[config.mk]
export PLATFORM = sky130hd
export DESIGN_NAME = period_meter
export DESIGN_NICKNAME = d
export VERILOG_FILES = /design/src/rtl/period_meter.sv
export SDC_FILE = /design/constraint.sdc
export NUM_CORES = 1
export LEC_CHECK = 0
export ABC_AREA = 1
export ABC_CLOCK_PERIOD_IN_PS = 2900
export BUFFER_PORTS_ARGS = -buffer_cell sky130_fd_sc_hd__buf_2
export CELL_PAD_IN_SITES_DETAIL_PLACEMENT = 0
export CELL_PAD_IN_SITES_GLOBAL_PLACEMENT = 1
export CORE_MARGIN = 3
export CORE_UTILIZATION = 46
export DETAILED_ROUTE_END_ITERATION = 8
export GPL_ROUTABILITY_DRIVEN = 0
export GPL_TIMING_DRIVEN = 1
export PLACE_DENSITY = 0.86
export SLEW_MARGIN = 30
export SYNTH_ARGS = -nofsm -noshare
export SYNTH_HDL_FRONTEND = slang
export SYNTH_SLANG_ARGS = --single-unit
[constraint.sdc]
create_clock -name i_clock -period 2.9 [get_ports i_clock]
set_clock_uncertainty 0.05 [all_clocks]
set_input_delay 0.29 -clock i_clock [delete_from_list [all_inputs] [get_ports i_clock]]
set_output_delay 0.29 -clock i_clock [all_outputs]
set_load 0.02 [all_outputs]
[src/rtl/period_meter.sv]
// period_meter: measures period and high time of an asynchronous square wave in
// i_clock cycles and publishes each coherent (period, high) pair with a valid strobe.
module period_meter #(
  parameter int CNT_WIDTH = 20,
  parameter int TIMEOUT   = 1000000
) (
  input  logic                 i_clock,
  input  logic                 i_reset,
  input  logic                 i_signal,
  output logic [CNT_WIDTH-1:0] o_period,
  output logic [CNT_WIDTH-1:0] o_high,
  output logic                 o_valid,
  output logic                 o_timeout
);

  localparam logic [CNT_WIDTH-1:0] LP_TIMEOUT = CNT_WIDTH'(TIMEOUT);
  localparam logic [CNT_WIDTH-1:0] LP_ONE     = {{(CNT_WIDTH-1){1'b0}}, 1'b1};

  typedef enum logic [1:0] {
    ST_IDLE  = 2'd0,
    ST_ARMED = 2'd1,
    ST_HIGH  = 2'd2,
    ST_LOW   = 2'd3
  } state_t;

  state_t               r_state;
  state_t               w_state_next;
  logic                 r_s1;
  logic                 r_s2;
  logic                 r_s3;
  logic [1:0]           r_fill;
  logic [CNT_WIDTH-1:0] r_cnt;
  logic [CNT_WIDTH-1:0] r_hi_shadow;
  logic [CNT_WIDTH-1:0] w_cnt_next;
  logic [CNT_WIDTH-1:0] w_hi_next;
  logic [CNT_WIDTH-1:0] w_period_next;
  logic [CNT_WIDTH-1:0] w_high_next;
  logic                 w_valid_next;
  logic                 w_timeout_next;
  logic                 w_rise;
  logic                 w_fall;
  logic                 w_cnt_sat;
  logic                 w_fill_done;

  assign w_rise      = r_s2 & ~r_s3;
  assign w_fall      = ~r_s2 & r_s3;
  assign w_cnt_sat   = (r_cnt >= LP_TIMEOUT);
  // The reset-zeroed synchronizer reads low before it has sampled the input;
  // IDLE only trusts s2 once the chain has been refilled.
  assign w_fill_done = (r_fill == 2'd3);

  // Synchronizer chain and post-reset fill tracker.
  always_ff @(posedge i_clock) begin
    if (i_reset) begin
      r_s1   <= 1'b0;
      r_s2   <= 1'b0;
      r_s3   <= 1'b0;
      r_fill <= 2'd0;
    end else begin
      r_s1 <= i_signal;
      r_s2 <= r_s1;
      r_s3 <= r_s2;
      if (!w_fill_done) begin
        r_fill <= r_fill + 2'd1;
      end
    end
  end

  // Cycle counter: restarts at 1 on each rise, saturates at the timeout.
  always_comb begin
    w_cnt_next = r_cnt;
    if (w_rise) begin
      w_cnt_next = LP_ONE;
    end else if (w_cnt_sat) begin
      w_cnt_next = LP_TIMEOUT;
    end else begin
      w_cnt_next = r_cnt + LP_ONE;
    end
  end

  // Next-state and result logic.
  always_comb begin
    w_state_next   = r_state;
    w_hi_next      = r_hi_shadow;
    w_period_next  = o_period;
    w_high_next    = o_high;
    w_valid_next   = 1'b0;
    w_timeout_next = o_timeout;
    case (r_state)
      ST_IDLE: begin
        if (w_fill_done && !r_s2) begin
          w_state_next = ST_ARMED;
        end else begin
          w_state_next = ST_IDLE;
        end
      end
      ST_ARMED: begin
        if (w_rise) begin
          w_state_next = ST_HIGH;
        end else begin
          w_state_next = ST_ARMED;
        end
      end
      ST_HIGH: begin
        if (w_cnt_sat) begin
          w_state_next   = ST_IDLE;
          w_timeout_next = 1'b1;
        end else if (w_fall) begin
          w_hi_next    = r_cnt;
          w_state_next = ST_LOW;
        end else begin
          w_state_next = ST_HIGH;
        end
      end
      ST_LOW: begin
        // A rise coinciding with saturation still completes the measurement.
        if (w_rise) begin
          w_period_next  = r_cnt;
          w_high_next    = r_hi_shadow;
          w_valid_next   = 1'b1;
          w_timeout_next = 1'b0;
          w_state_next   = ST_HIGH;
        end else if (w_cnt_sat) begin
          w_state_next   = ST_IDLE;
          w_timeout_next = 1'b1;
        end else begin
          w_state_next = ST_LOW;
        end
      end
      default: begin
        w_state_next = ST_IDLE;
      end
    endcase
  end

  // State, counter and registered outputs.
  always_ff @(posedge i_clock) begin
    if (i_reset) begin
      r_state     <= ST_IDLE;
      r_cnt       <= {CNT_WIDTH{1'b0}};
      r_hi_shadow <= {CNT_WIDTH{1'b0}};
      o_period    <= {CNT_WIDTH{1'b0}};
      o_high      <= {CNT_WIDTH{1'b0}};
      o_valid     <= 1'b0;
      o_timeout   <= 1'b0;
    end else begin
      r_state     <= w_state_next;
      r_cnt       <= w_cnt_next;
      r_hi_shadow <= w_hi_next;
      o_period    <= w_period_next;
      o_high      <= w_high_next;
      o_valid     <= w_valid_next;
      o_timeout   <= w_timeout_next;
    end
  end

endmodule
* Word-level counts from Yosys, hierarchy flattened
Index checks and enable logic that the tools add are counted.
Storage, ports and cells: memories 0, input bits 3, latch bits 0, RAM bits 0, word-level logic and storage cells 48, ROM bits 0, output and inout bits 42, bits in registers 89
Operators by class: multipliers 0, muxes and demuxes 13, magnitude comparators 1, add/subtract/negate cells 2, eq/ne operators 4, reduce and logical (&&, ||, !) cells 9, bitwise logic cells 6, shift operators 0, divide/modulo/power cells 0
Operator list (number):
- 20-bit by 1-bit adder with 20-bit output (second input constant) | 1
- 20-bit >= comparator (second input constant) | 1
- 20-bit two-way mux | 1
- 2-bit two-way mux | 4
- 2-bit case mux with 4 select lines | 1
- 2-bit == test (second input constant) | 3
- 1-bit two-way mux | 6
- 1-bit inverter | 4
- 2-bit OR reduction | 2
- 3-bit AND reduction | 1
- 3-bit OR reduction | 1
- 2-bit by 1-bit adder with 2-bit output (second input constant) | 1
- 1-bit AND | 2
- 2-bit by 1-bit == test with 1-bit output (second input constant) | 1
- 2-bit logical NOT | 1
- 1-bit case mux with 2 select lines | 1
- 2-bit AND reduction | 1
- 2-bit nonzero test | 1
- 1-bit logical AND | 1
- 1-bit logical NOT | 1

* Depth between registers and ports, before layout
word-level depth 5, depth in mapped cells 10, depth with buffers taken out 10

* Least setup slack after synthesis
No wires, ideal clock.
kind register to register, start point register r_cnt[0], end point register r_cnt[12], library setup time 0.122 ns, arrival time 1.284 ns, cell stages (with the launch flop) 7, buffers on the path 0, required time 2.728 ns, setup slack 1.444 ns, clock period less this slack 1.456 ns, path through dfxtp_1 > ha_1 > nand3_1 > nor3_2 > nand2_1 > o21ai_0 > a21oi_2
On the way: longest elaborated chain between the ends 2, elaborated cells between the ends (all ways) 3, those cells by class add/sub (1); order compare (1); reduce/logical (1)
Ends and longest elaborated chain:
- start, declared | RTL line 32 | logic [CNT_WIDTH-1:0] r_cnt;
- start signal, assigned | RTL line 140 | r_cnt <= {CNT_WIDTH{1'b0}};
- start signal, assigned | RTL line 148 | r_cnt <= w_cnt_next;
- 20-bit >= comparator | RTL line 47 | assign w_cnt_sat = (r_cnt >= LP_TIMEOUT);
- 3-bit OR reduction (no line)
Parallel ways exist; a longest one is shown, timed or not. A chain may end at the register's enable or synchronous reset.

* Worst setup path after layout
start point register r_s2, end point register o_period[18]
On the way: longest elaborated chain between the ends 2
Ends and longest elaborated chain:
- start, declared | RTL line 29 | logic r_s2;
- start signal, assigned | RTL line 61 | r_s2 <= r_s1;
- 1-bit AND | RTL line 45 | assign w_rise = r_s2 & ~r_s3;
- 2-bit AND reduction (no line)
- end signal, assigned | RTL line 142 | o_period <= {CNT_WIDTH{1'b0}};
- end signal, assigned | RTL line 150 | o_period <= w_period_next;
- end, declared | RTL line 10 | output logic [CNT_WIDTH-1:0] o_period,
Every way passes these cells.

==> results.md <==
- Worst Setup Start Kind: register
- Hold_sp: i_signal
- First-pass GRT wire length: 13.6 mm
- Slew @ Worst Pin: 886 ps
- Post-DP HPWL: 5.48 mm
- Crit-path cells: inv_2 -> nor2_4 -> nand3_4 -> buf_4 -> nor2_8 -> inv_2 -> o21ai_0
- Sequential area share after synthesis: 46.6%
- Most used cell along the critical path: inv_2
- Max-Cap Viols: 0
- Clk buf depth: 2
- Worst hold path class: in -> reg
- Chip height: 97.1 um
- Num rows: 32
- Worst EP required: 3040 ps
- Clock share of power: 43.5%
- Remaining DRCs: 0
- Total power: 2310 uW
- Post-CTS sizing: 0
- Worst setup path start: r_s2
- Overflow after GRT: 0
- Post-synth EDFFs: 0
- IO Pins: 45
- Syn Inst Count: 479
- Share of cells above drive strength 1: 23.5%
- Max Freq: 492 MHz
- Post-layout net count: 521
- Top post-synthesis cells by area: dfxtp_1, nand2_1, nor2_1
- Pins Over Slew Limit: 0
- Sw power: 467 uW
- Asr flop ratio synth: 0%
- Drt via density: 4.81
- Lkg Pwr: 0.00195 uW
- Crit end category: register
- Post-synth top area share: 46.6%
- 1st-iter DRT viols: 118
- Fillers: 780
- Clock Sinks: 89
- Period Utilization, post-route: 70.2%
- Total Routing Usage GR: 17.6%
- RR Startpoint: r_s2
- Root Driver: clkbuf_8
- Clock latency at the later pin of the worst-skew pair: 340 ps
- Core ar.: 7890 um2
- Yosys top cell by area: dfxtp_1
- CTS clk-pin slew, worst paths: 80 ps
- Ys Warns: 0
- Critical Path Fanout Max: 42
- Reg power frac: 54.0%
- Comb power frac: 2.4%
- Setup Viol. Count Final: 0
- Setup bufs post-CTS: 0
- Post-DR wirelength/cell: 12.5 um
- Die width: 97.1 um
- RSZ-0062 raised after global routing: false
- Mean Syn Cell Area: 7.97 um2
- Slew headroom: 40.9%
- Initial antenna violation count: 0
- #FFs+latches synth: 89
- Hold Violations, Final: 0
- Worst path slowest cell: inv_2
- H-tree depth: 3
- Worst VDD drop: 0.305 mV
- Status: finished, final reports clean
- Tmin final: 2030 ps
- Mapped cell area: 3820 um2
- CP delay by family, top: buffers and inverters
- Area Overhead vs Synth: 11.7%
- Die area: 9430 um2
- Port Buf Inserts: 44
- Post-Route WL: 7.79 mm
- 1st-pass router iterations: 4
- Syn_nets: 485
- Int Pwr: 1840 uW
- Post-route setup TNS: 0 ps
- Vias: 2989
- WP buf/inv: 3
- Total CTS buffers: 9
- Power per cell area: 542 nW/um2
- CP max stage delay: 630 ps
- Synth unique cells: 37
- Antenna violation net count after detailed routing: 0
- Vias in the first global route: 2810
- Initial cell density of the core: 48.4%
- WS Path Type: reg -> reg
- Diode count: 0
- Largest net degree at the start of global routing: 43
- CTS tree: yes
- Top_reg_cell synth: dfxtp_1
- Cts hold-fix bufs: 0
- Data arrival, critical path: 2180 ps
- Switch share: 20.2%
==> power groups by stage <==
stage	sequential [uW]	combinational [uW]	clock, uW
after floorplan	1270	47.6	0
final	1250	55.8	1010
after global placement	1280	54.1	0
after detailed placement	1280	56.9	0
after CTS	1250	56.7	1040
after global routing	1250	66.9	1080
==> path summary, 6_finish.rpt <==
check                 end  slack (ps)  depth (start not counted)
min reg2reg          r_s2         360                          2
min                  r_s1         110                          3
max          o_period[18]         870                          7
max reg2reg  o_period[18]         870                          7
==> Yosys cell counts, types with 2 or more instances <==
master    instances
a21oi_1           5
a21oi_2           4
a31oi_1           2
buf_2             5
buf_4             2
buf_6             8
clkbuf_1          4
dfxtp_1          89
ha_1              3
inv_1            54
inv_2             2
nand2_1          91
nand2_2           7
nand2_4           2
nand3_1          52
nand4_1           3
nor2_1           74
nor2_2            3
nor2_4            3
nor3b_1           2
o21ai_0          12
o21ai_2          31
xor2_1            7
==> layout make-up <==
cell class                      instances  area, um2  area share [%]
Clock inverter                          5        103            2.40
Multi-Input combinational cell        311       1650            38.8
Sequential cell                        89       1780            41.8
Inverter                               57        216            5.07
Timing Repair Buffer                   47        243            5.69
Clock buffer                           11        141            3.31
Tap cell                              102        128            2.99
==> layer usage <==
| metal | vias up | wire length [um] | global-route usage [%] |
|---|---|---|---|
| met2 | 60 | 3440 | 27.5 |
| met1 | 1339 | 3950 | 24.2 |
| met4 | 0 | 72 | 4.54 |
| met5 | - | 0 | 0 |
| met3 | 6 | 329 | 4.88 |
| li1 | 1584 | - | - |
==> registers in the layout, summed over array words and instances, names as in the netlist <==
signal       count
o_high          20
o_period        20
o_timeout        1
o_valid          1
r_cnt           20
r_fill           2
r_hi_shadow     20
r_s1             1
r_s2             1
r_s3             1
r_state          2
==> tightest hold or removal path, cell delays in order <==
cell    delay [ps]
buf_2           90
inv_1           40
nor2_1          30
==> logic make-up (layout without fill, tap and decap cells) <==
logic type	count (synthesis)	after routing	share of synthesized area [%]
XOR/XNOR	7	7	1.61
AO/OA/AOI/OAI	57	57	11.2
buffers and inverters	79	120	10.1
flip-flops	89	89	46.6
AND/OR/NAND/NOR	244	244	29.5
adder cells (fa/ha/maj)	3	3	0.983
==> stage by stage <==
stage	area, um2	hold WS (ps)	utilization, %	worst slack, ps	std cells
after floorplan	3820	309	-	1440	479
after global placement	4020	341	51.0	929	606
after detailed placement	4020	347	51.0	821	606
after CTS	4270	91.0	54.1	820	622
after global routing	4270	112	54.1	673	622
final	4270	110	54.1	865	622
==> cell usage in the layout, fill, tap and decap left out, types with 10 or more instances in the layout <==
| cell | n |
|---|---|
| o21ai_0 | 12 |
| nor2_1 | 74 |
| dfxtp_1 | 89 |
| nand3_1 | 52 |
| buf_2 | 44 |
| clkbuf_8 | 10 |
| o21ai_2 | 31 |
| nand2_1 | 91 |
| inv_1 | 53 |
No activity file was read; power rests on OpenSTA's default activity.
